**src/rtl/can_rx_collector_if.sv**
```systemverilog
// rtl/can_rx_collector_if.sv - output stream bundle for the CAN receive collector
interface can_rx_collector_if #(
   parameter int DATA_SIZE = 64,
   parameter int ID_SIZE   = 11,
   parameter int NODE_W    = 2
);
   logic                 out_valid;
   logic                 out_ready;
   logic [DATA_SIZE-1:0] out_packet;
   logic [NODE_W-1:0]    out_node;
   logic [ID_SIZE-1:0]   out_id;

   // Collector side: presents the FIFO head, observes consumer acceptance
   modport master (
      output out_valid,
      output out_packet,
      output out_node,
      output out_id,
      input  out_ready
   );

   // Consumer side: the output pipe sender
   modport slave (
      input  out_valid,
      input  out_packet,
      input  out_node,
      input  out_id,
      output out_ready
   );
endinterface

```
**src/rtl/can_rx_collector.sv**
```systemverilog
// rtl/can_rx_collector.sv - per-node pending slots, round-robin arbiter and output FIFO
module can_rx_collector #(
   parameter int TOTAL_NODES = 4,
   parameter int DATA_SIZE   = 64,
   parameter int ID_SIZE     = 11,
   parameter int FIFO_DEPTH  = 8,
   parameter int NODE_W      = $clog2(TOTAL_NODES)
) (
   input  logic                             clock,
   input  logic                             reset,
   input  logic [TOTAL_NODES-1:0]           data_out_req,
   input  logic [TOTAL_NODES*DATA_SIZE-1:0] rx_packet,
   input  logic [TOTAL_NODES*ID_SIZE-1:0]   rx_id,
   can_rx_collector_if.master               out_if,
   output logic [$clog2(FIFO_DEPTH):0]      fifo_count,
   output logic [15:0]                      drop_count,
   output logic                             drop_pulse
);

   localparam int AW = $clog2(FIFO_DEPTH);
   localparam int CW = AW + 1;
   // FIFO entry layout: {packet, id, node}
   localparam int EW = DATA_SIZE + ID_SIZE + NODE_W;

   // Pending slots, one per node
   logic [TOTAL_NODES-1:0] pend_q, pend_d;
   logic [DATA_SIZE-1:0]   slot_pkt_q [TOTAL_NODES];
   logic [DATA_SIZE-1:0]   slot_pkt_d [TOTAL_NODES];
   logic [ID_SIZE-1:0]     slot_id_q  [TOTAL_NODES];
   logic [ID_SIZE-1:0]     slot_id_d  [TOTAL_NODES];

   // Arbiter pointer
   logic [NODE_W-1:0]      rr_ptr_q, rr_ptr_d;

   // FIFO storage and pointers
   logic [EW-1:0]          mem_q [FIFO_DEPTH];
   logic [EW-1:0]          mem_d [FIFO_DEPTH];
   logic [AW-1:0]          wr_ptr_q, wr_ptr_d;
   logic [AW-1:0]          rd_ptr_q, rd_ptr_d;
   logic [CW-1:0]          count_q, count_d;

   // Drop accounting
   logic [15:0]            drop_count_q, drop_count_d;
   logic                   drop_pulse_q, drop_pulse_d;

   // Combinational helpers
   logic                   gnt_found;
   logic [NODE_W-1:0]      gnt_idx;
   logic [NODE_W-1:0]      cand;
   logic                   head_valid;
   logic                   pop;
   logic                   push;
   logic                   can_accept;
   logic [EW-1:0]          head;
   logic [EW-1:0]          push_entry;
   int                     drop_n;
   logic [16:0]            drop_sum;

   assign head_valid = (count_q != '0);
   assign pop        = head_valid && out_if.out_ready;
   // A full FIFO still accepts when the head leaves in the same cycle
   assign can_accept = (count_q < CW'(FIFO_DEPTH)) || pop;
   assign push       = gnt_found && can_accept;
   assign head       = mem_q[rd_ptr_q];
   assign push_entry = {slot_pkt_q[gnt_idx], slot_id_q[gnt_idx], gnt_idx};

   // Round-robin search of pending slots starting at rr_ptr
   always_comb begin
      gnt_found = 1'b0;
      gnt_idx   = '0;
      cand      = '0;
      for (int k = 0; k < TOTAL_NODES; k++) begin
         cand = NODE_W'((int'(rr_ptr_q) + k) % TOTAL_NODES);
         if (!gnt_found && pend_q[cand]) begin
            gnt_found = 1'b1;
            gnt_idx   = cand;
         end
      end
   end

   // Slot capture, grant release and drop detection
   always_comb begin
      pend_d     = pend_q;
      slot_pkt_d = slot_pkt_q;
      slot_id_d  = slot_id_q;
      drop_n     = 0;
      for (int i = 0; i < TOTAL_NODES; i++) begin
         if (data_out_req[i]) begin
            if (pend_q[i] && !(push && gnt_idx == NODE_W'(i))) begin
               // Slot still occupied: keep the older packet, lose the new one
               drop_n = drop_n + 1;
            end else begin
               pend_d[i]     = 1'b1;
               slot_pkt_d[i] = rx_packet[i*DATA_SIZE +: DATA_SIZE];
               slot_id_d[i]  = rx_id[i*ID_SIZE +: ID_SIZE];
            end
         end else if (push && gnt_idx == NODE_W'(i)) begin
            pend_d[i] = 1'b0;
         end
      end
   end

   // Saturating drop counter and one-cycle drop strobe
   always_comb begin
      drop_sum     = {1'b0, drop_count_q} + 17'(drop_n);
      drop_count_d = (drop_sum > 17'h0FFFF) ? 16'hFFFF : drop_sum[15:0];
      drop_pulse_d = (drop_n != 0);
   end

   // Arbiter pointer advances past the winner only on a real grant
   always_comb begin
      rr_ptr_d = rr_ptr_q;
      if (push) begin
         rr_ptr_d = (gnt_idx == NODE_W'(TOTAL_NODES - 1)) ? '0 : gnt_idx + 1'b1;
      end
   end

   // FIFO pointers, occupancy and storage write
   always_comb begin
      mem_d    = mem_q;
      wr_ptr_d = wr_ptr_q;
      rd_ptr_d = rd_ptr_q;
      count_d  = count_q + CW'(push) - CW'(pop);
      if (push) begin
         mem_d[wr_ptr_q] = push_entry;
         wr_ptr_d        = wr_ptr_q + 1'b1;
      end
      if (pop) begin
         rd_ptr_d = rd_ptr_q + 1'b1;
      end
   end

   // Control state register with synchronous reset
   always_ff @(posedge clock) begin
      if (reset) begin
         pend_q       <= '0;
         rr_ptr_q     <= '0;
         wr_ptr_q     <= '0;
         rd_ptr_q     <= '0;
         count_q      <= '0;
         drop_count_q <= '0;
         drop_pulse_q <= 1'b0;
      end else begin
         pend_q       <= pend_d;
         rr_ptr_q     <= rr_ptr_d;
         wr_ptr_q     <= wr_ptr_d;
         rd_ptr_q     <= rd_ptr_d;
         count_q      <= count_d;
         drop_count_q <= drop_count_d;
         drop_pulse_q <= drop_pulse_d;
      end
   end

   // Data storage needs no reset; validity is tracked by pend and count
   always_ff @(posedge clock) begin
      slot_pkt_q <= slot_pkt_d;
      slot_id_q  <= slot_id_d;
      mem_q      <= mem_d;
   end

   // Head outputs are forced to zero while the FIFO is empty
   always_comb begin
      out_if.out_valid  = head_valid;
      out_if.out_packet = '0;
      out_if.out_id     = '0;
      out_if.out_node   = '0;
      if (head_valid) begin
         out_if.out_packet = head[EW-1 -: DATA_SIZE];
         out_if.out_id     = head[NODE_W +: ID_SIZE];
         out_if.out_node   = head[NODE_W-1:0];
      end
   end

   assign fifo_count = count_q;
   assign drop_count = drop_count_q;
   assign drop_pulse = drop_pulse_q;

endmodule

```
**src/flat_wrapper.sv**
```systemverilog
// flat-port wrapper written by rule: the top's interface ports become plain ports
module can_rx_collector_flat 
#(
   parameter int TOTAL_NODES = 4,
   parameter int DATA_SIZE   = 64,
   parameter int ID_SIZE     = 11,
   parameter int FIFO_DEPTH  = 8,
   parameter int NODE_W      = $clog2(TOTAL_NODES)
)
  (clock, reset, data_out_req, rx_packet, rx_id, fifo_count, drop_count, drop_pulse, out_if_out_valid, out_if_out_packet, out_if_out_node, out_if_out_id, out_if_out_ready);
  can_rx_collector_if #(.DATA_SIZE(DATA_SIZE), .ID_SIZE(ID_SIZE), .NODE_W(NODE_W)) out_if_i ();
  input  logic clock;
  input  logic reset;
  input  logic [TOTAL_NODES-1:0] data_out_req;
  input  logic [TOTAL_NODES*DATA_SIZE-1:0] rx_packet;
  input  logic [TOTAL_NODES*ID_SIZE-1:0] rx_id;
  output logic [$clog2(FIFO_DEPTH):0] fifo_count;
  output logic [15:0] drop_count;
  output logic drop_pulse;
  output wire logic [$bits(out_if_i.out_valid)-1:0] out_if_out_valid;
  output wire logic [$bits(out_if_i.out_packet)-1:0] out_if_out_packet;
  output wire logic [$bits(out_if_i.out_node)-1:0] out_if_out_node;
  output wire logic [$bits(out_if_i.out_id)-1:0] out_if_out_id;
  input wire logic [$bits(out_if_i.out_ready)-1:0] out_if_out_ready;
  assign out_if_out_valid = out_if_i.out_valid;
  assign out_if_out_packet = out_if_i.out_packet;
  assign out_if_out_node = out_if_i.out_node;
  assign out_if_out_id = out_if_i.out_id;
  assign out_if_i.out_ready = out_if_out_ready;
  can_rx_collector #(.TOTAL_NODES(TOTAL_NODES), .DATA_SIZE(DATA_SIZE), .ID_SIZE(ID_SIZE), .FIFO_DEPTH(FIFO_DEPTH), .NODE_W(NODE_W)) u_core (.clock(clock), .reset(reset), .data_out_req(data_out_req), .rx_packet(rx_packet), .rx_id(rx_id), .out_if(out_if_i), .fifo_count(fifo_count), .drop_count(drop_count), .drop_pulse(drop_pulse));
endmodule
```
**config.mk**
```make
export PLATFORM = sky130hd
export DESIGN_NAME = can_rx_collector_flat
export DESIGN_NICKNAME = d
export VERILOG_FILES = /design/src/rtl/can_rx_collector_if.sv /design/src/rtl/can_rx_collector.sv /design/src/flat_wrapper.sv
export SDC_FILE = /design/constraint.sdc
export NUM_CORES = 1
export LEC_CHECK = 0
export CAP_MARGIN = 20
export CORE_ASPECT_RATIO = 2
export CORE_MARGIN = 3
export CORE_UTILIZATION = 30
export DETAILED_ROUTE_END_ITERATION = 6
export HOLD_SLACK_MARGIN = 0.12
export MAX_ROUTING_LAYER = met4
export PLACE_DENSITY = 0.51
export SLEW_MARGIN = 20
export SYNTH_ARGS = -nofsm -noshare
export SYNTH_HDL_FRONTEND = slang
export SYNTH_SLANG_ARGS = --single-unit
```
**constraint.sdc**
```tcl
create_clock -name clock -period 32.3 [get_ports clock]
set_input_delay 6.46 -clock clock [delete_from_list [all_inputs] [get_ports clock]]
set_output_delay 6.46 -clock clock [all_outputs]
set_load 0.02 [all_outputs]
```
==> flow_summary.ini <==
[clock_tree]
cts_buffers = 91
h-tree-depth = 3
cts-root-buf = clkbuf_16
clk_latency_ps = 680
cts_setup_buffers = 0
clk_pin_slew_worst_paths_ps = 60
cts_tree = yes
cts-hold-fix-buffers = 0
clk_path_buf_depth = 3
cts.sinks = 949
cts_resized = 0

[global_routing]
grt_first_pass_wirelength_mm = 137.8
grt_pass1_vias = 21210
met2_usage_pct = 26.58
track_usage_pct = 15.26
antenna_found_initial = 5
grt_use_met1_pct = 17.80
top_usage_layer = met2
grt_max_degree = 84
gr-total-overflow = 0
use_met3_pct = 3.195

[sta]
finalSetupViolCount = 0
fmax_mhz = 91.03
period_share_pct = 34.01
finalSetupTns_ps = 0
fin_skew_ps = 43.99
finalMaxSlewViolations = 0
rsz0062_at_grt = false
tightest_slew_ps = 1088
setup_ws_ps = 21310
slew-limit-headroom_pct = 27.46
finalCriticalPeriod_ps = 10990
final-hold-violation-count = 0

[synth]
synth_edf_count = 916
ys_async_sr_fraction_pct = 0
syn_avg_cell_area_um2 = 18.10
syn_nets = 2342
syn_inst = 2019
synth.area.top_cells = edfxtp_1 75%, mux4_2 9.5%, nand2_1 3.4%
synthDistinctLibCells = 43
yosys.area.top_type = edfxtp_1
ys_ff_latch = 949
yosysTopAreaCellShare_pct = 75.28
ys_seq_area_share_pct = 77.09
syn_area_um2 = 36540
ys.flop_type = edfxtp_1
ys_warn_count = 0

[place]
dp_hpwl_mm = 57.21
io_buffers = 405
place_ws_ps = 21300
place_congestion = 0.7602

[pwr]
intPower_mw = 2.691
share_comb_of_total_power_pct = 27.9
p_switching_mw = 1.180
seqPwrFrac_pct = 43.5
power.density_nw_per_um2 = 84.88
ir_worst_vdd_uv = 69.10
leakage_nw = 14.87
p_sw_share_pct = 30.49
clockPowerShare_pct = 28.6

[worst_setup_path]
cp_max_fo = 44
start_kind = flip-flop
startpoint = u_core.rd_ptr_q[0]
endpoint = out_if_out_packet[1]
setup.worst_path.end_class = output port
critPathMaxStageDelay_ps = 830
crit_chain = buf_4 -> buf_4 -> mux4_2 -> mux2i_1 -> nor2_1 -> clkdlybuf4s50_1
ff2ff_path_depth = 20
rr_endpoint = u_core.drop_count[13]
r2r-start = u_core.pend_q[0]
cp.required_ps = 25840
cp_slowest_cell = buf_4
crit_arrival_ps = 4530
path_class = reg -> out
crit_top_cell = buf_4
r2r_slack_ps = 26100

[floorplanning]
die_area_um2 = 126300
die_w_um = 252.8
die_h_um = 499.5
io_pins = 406
core-area_um2 = 120500
start_util_pct = 30.32
std_cell_rows = 180

[final_layout]
final_nets = 2766
layout-drive-gt1-share_pct = 14.46
areaGrowthSynthToFinish_pct = 24.80

[drt]
drcViolationCount = 0
ant_nets = 0
via_per_inst = 4.733
routed_wl_mm = 94.20
first_iter_violations = 1073
drtPass1Iterations = 5
vias = 19270
wl_per_cell_um = 23.13

[worst_hold_path]
hold_path.class = reg -> reg

[status]
outcome = complete, no violations

[flow_run]
drv_cap = 0
[flip-flops by register name, indices dropped and copies added (netlist names)]
register,flops
u_core.wr_ptr_q,3
u_core.slot_pkt_q,256
u_core.mem_q,616
u_core.rd_ptr_q,3
u_core.rr_ptr_q,2
u_core.slot_id_q,44
u_core.drop_pulse,1
u_core.fifo_count,4
u_core.drop_count,16
u_core.pend_q,4
[metrics by stage]
| step | hold slack (ps) | util [%] | area (um2) | instances | total power [mW] |
|---|---|---|---|---|---|
| detailed placement | 540.8 | 35.24 | 42460 | 3897 | 2.828 |
| floorplan | 500.7 | - | 36540 | 2019 | 2.348 |
| CTS | 553.4 | 37.83 | 45580 | 4065 | 3.951 |
| global placement | 522.6 | 35.24 | 42460 | 3897 | 2.795 |
| finish | 566.8 | 37.85 | 45600 | 4072 | 3.871 |
| global route | 583.6 | 37.84 | 45590 | 4069 | 4.068 |
[power by group through the flow]
stage | logic (mW) | registers [mW] | clock network [mW]
after floorplan | 0.641 | 1.71 | 0
after global placement | 1.10 | 1.70 | 0
after detailed placement | 1.12 | 1.71 | 0
after CTS | 1.12 | 1.69 | 1.15
after global routing | 1.18 | 1.70 | 1.19
final | 1.08 | 1.68 | 1.11
[critical path, delay by kind of cell, from the launching register on]
family                 cells  cell delay, ps
buffers and inverters      3            2140
multiplexers               2             760
flip-flops                 1             790
AND/OR/NAND/NOR            1              70
[area by class of cell]
type | count | area (um2)
inverter | 23 | 93.84
fill | 11150 | 74890
timing repair buffer | 443 | 4339
antenna | 7 | 17.52
clock inverter | 63 | 723.2
sequential | 949 | 28180
multi-input combinational | 935 | 7910
tap | 1547 | 1936
clock buffer | 105 | 2402
[cells in the mapped netlist (3+ instances only)]
master	instances
edfxtp_1	916
nand2_1	328
mux4_2	154
nor2_1	101
mux2i_1	81
and3_1	78
a31oi_1	77
clkbuf_1	63
dfxtp_1	33
a21oi_1	27
buf_2	23
inv_1	22
buf_1	21
ha_1	14
xnor2_1	12
nor2b_1	9
nand3_1	8
xor2_1	8
nor3_1	4
o21ai_0	4
buf_4	3
nor3b_1	3
nor4b_1	3
[layout by cell type (no fill, tap or decap), drive strengths merged, types with 2 or more instances in the layout]
cell type,instances
nor2,101
nor4b,3
buf,38
a21o,2
a31oi,78
xnor2,14
mux4,154
nor2b,9
xor2,8
clkinv,35
a211o,2
fa,2
a21oi,27
edfxtp,916
a211oi,2
bufinv,12
a21boi,2
dfxtp,33
and3,78
inv,27
nor3,4
diode,7
nor3b,3
o21ai,5
o21bai,2
nand2,328
clkdlybuf4s50,405
mux2i,82
clkinvlp,12
nand3,8
clkbuf,105
ha,14
[cells by family (layout without fill, tap and decap cells)]
kind of cell | after synthesis | in the layout | synth area share (%)
AO/OA/AOI/OAI | 123 | 123 | 2.127
adder cells (fa/ha/maj) | 16 | 16 | 0.5890
AND/OR/NAND/NOR | 538 | 538 | 6.270
other | 0 | 7 | 0
multiplexers | 236 | 236 | 11.77
buffers and inverters | 135 | 634 | 1.551
XOR/XNOR | 22 | 22 | 0.5993
flip-flops | 949 | 949 | 77.09
[how the worst min path moves through the flow]
| stage | to | slack, ps | cells past startpoint | start |
|---|---|---|---|---|
| after CTS | u_core.rr_ptr_q[0] | 550 | 2 | u_core.rr_ptr_q[0] |
| after detailed placement | u_core.rr_ptr_q[0] | 540 | 2 | u_core.rr_ptr_q[0] |
| after floorplan | u_core.rr_ptr_q[0] | 500 | 2 | u_core.rr_ptr_q[0] |
| after global placement | u_core.rr_ptr_q[0] | 520 | 2 | u_core.rr_ptr_q[0] |
| after global routing | u_core.rr_ptr_q[0] | 580 | 2 | u_core.rr_ptr_q[0] |
| final | u_core.rr_ptr_q[0] | 570 | 2 | u_core.rr_ptr_q[0] |
[routing by layer]
layer | vias up | share of wire, %
met4 | 0 | 2.1
met5 | - | 0
li1 | 8681 | -
met3 | 102 | 5.9
met2 | 558 | 51
met1 | 9930 | 41
Note: power is estimated with default switching activity, not from simulation.
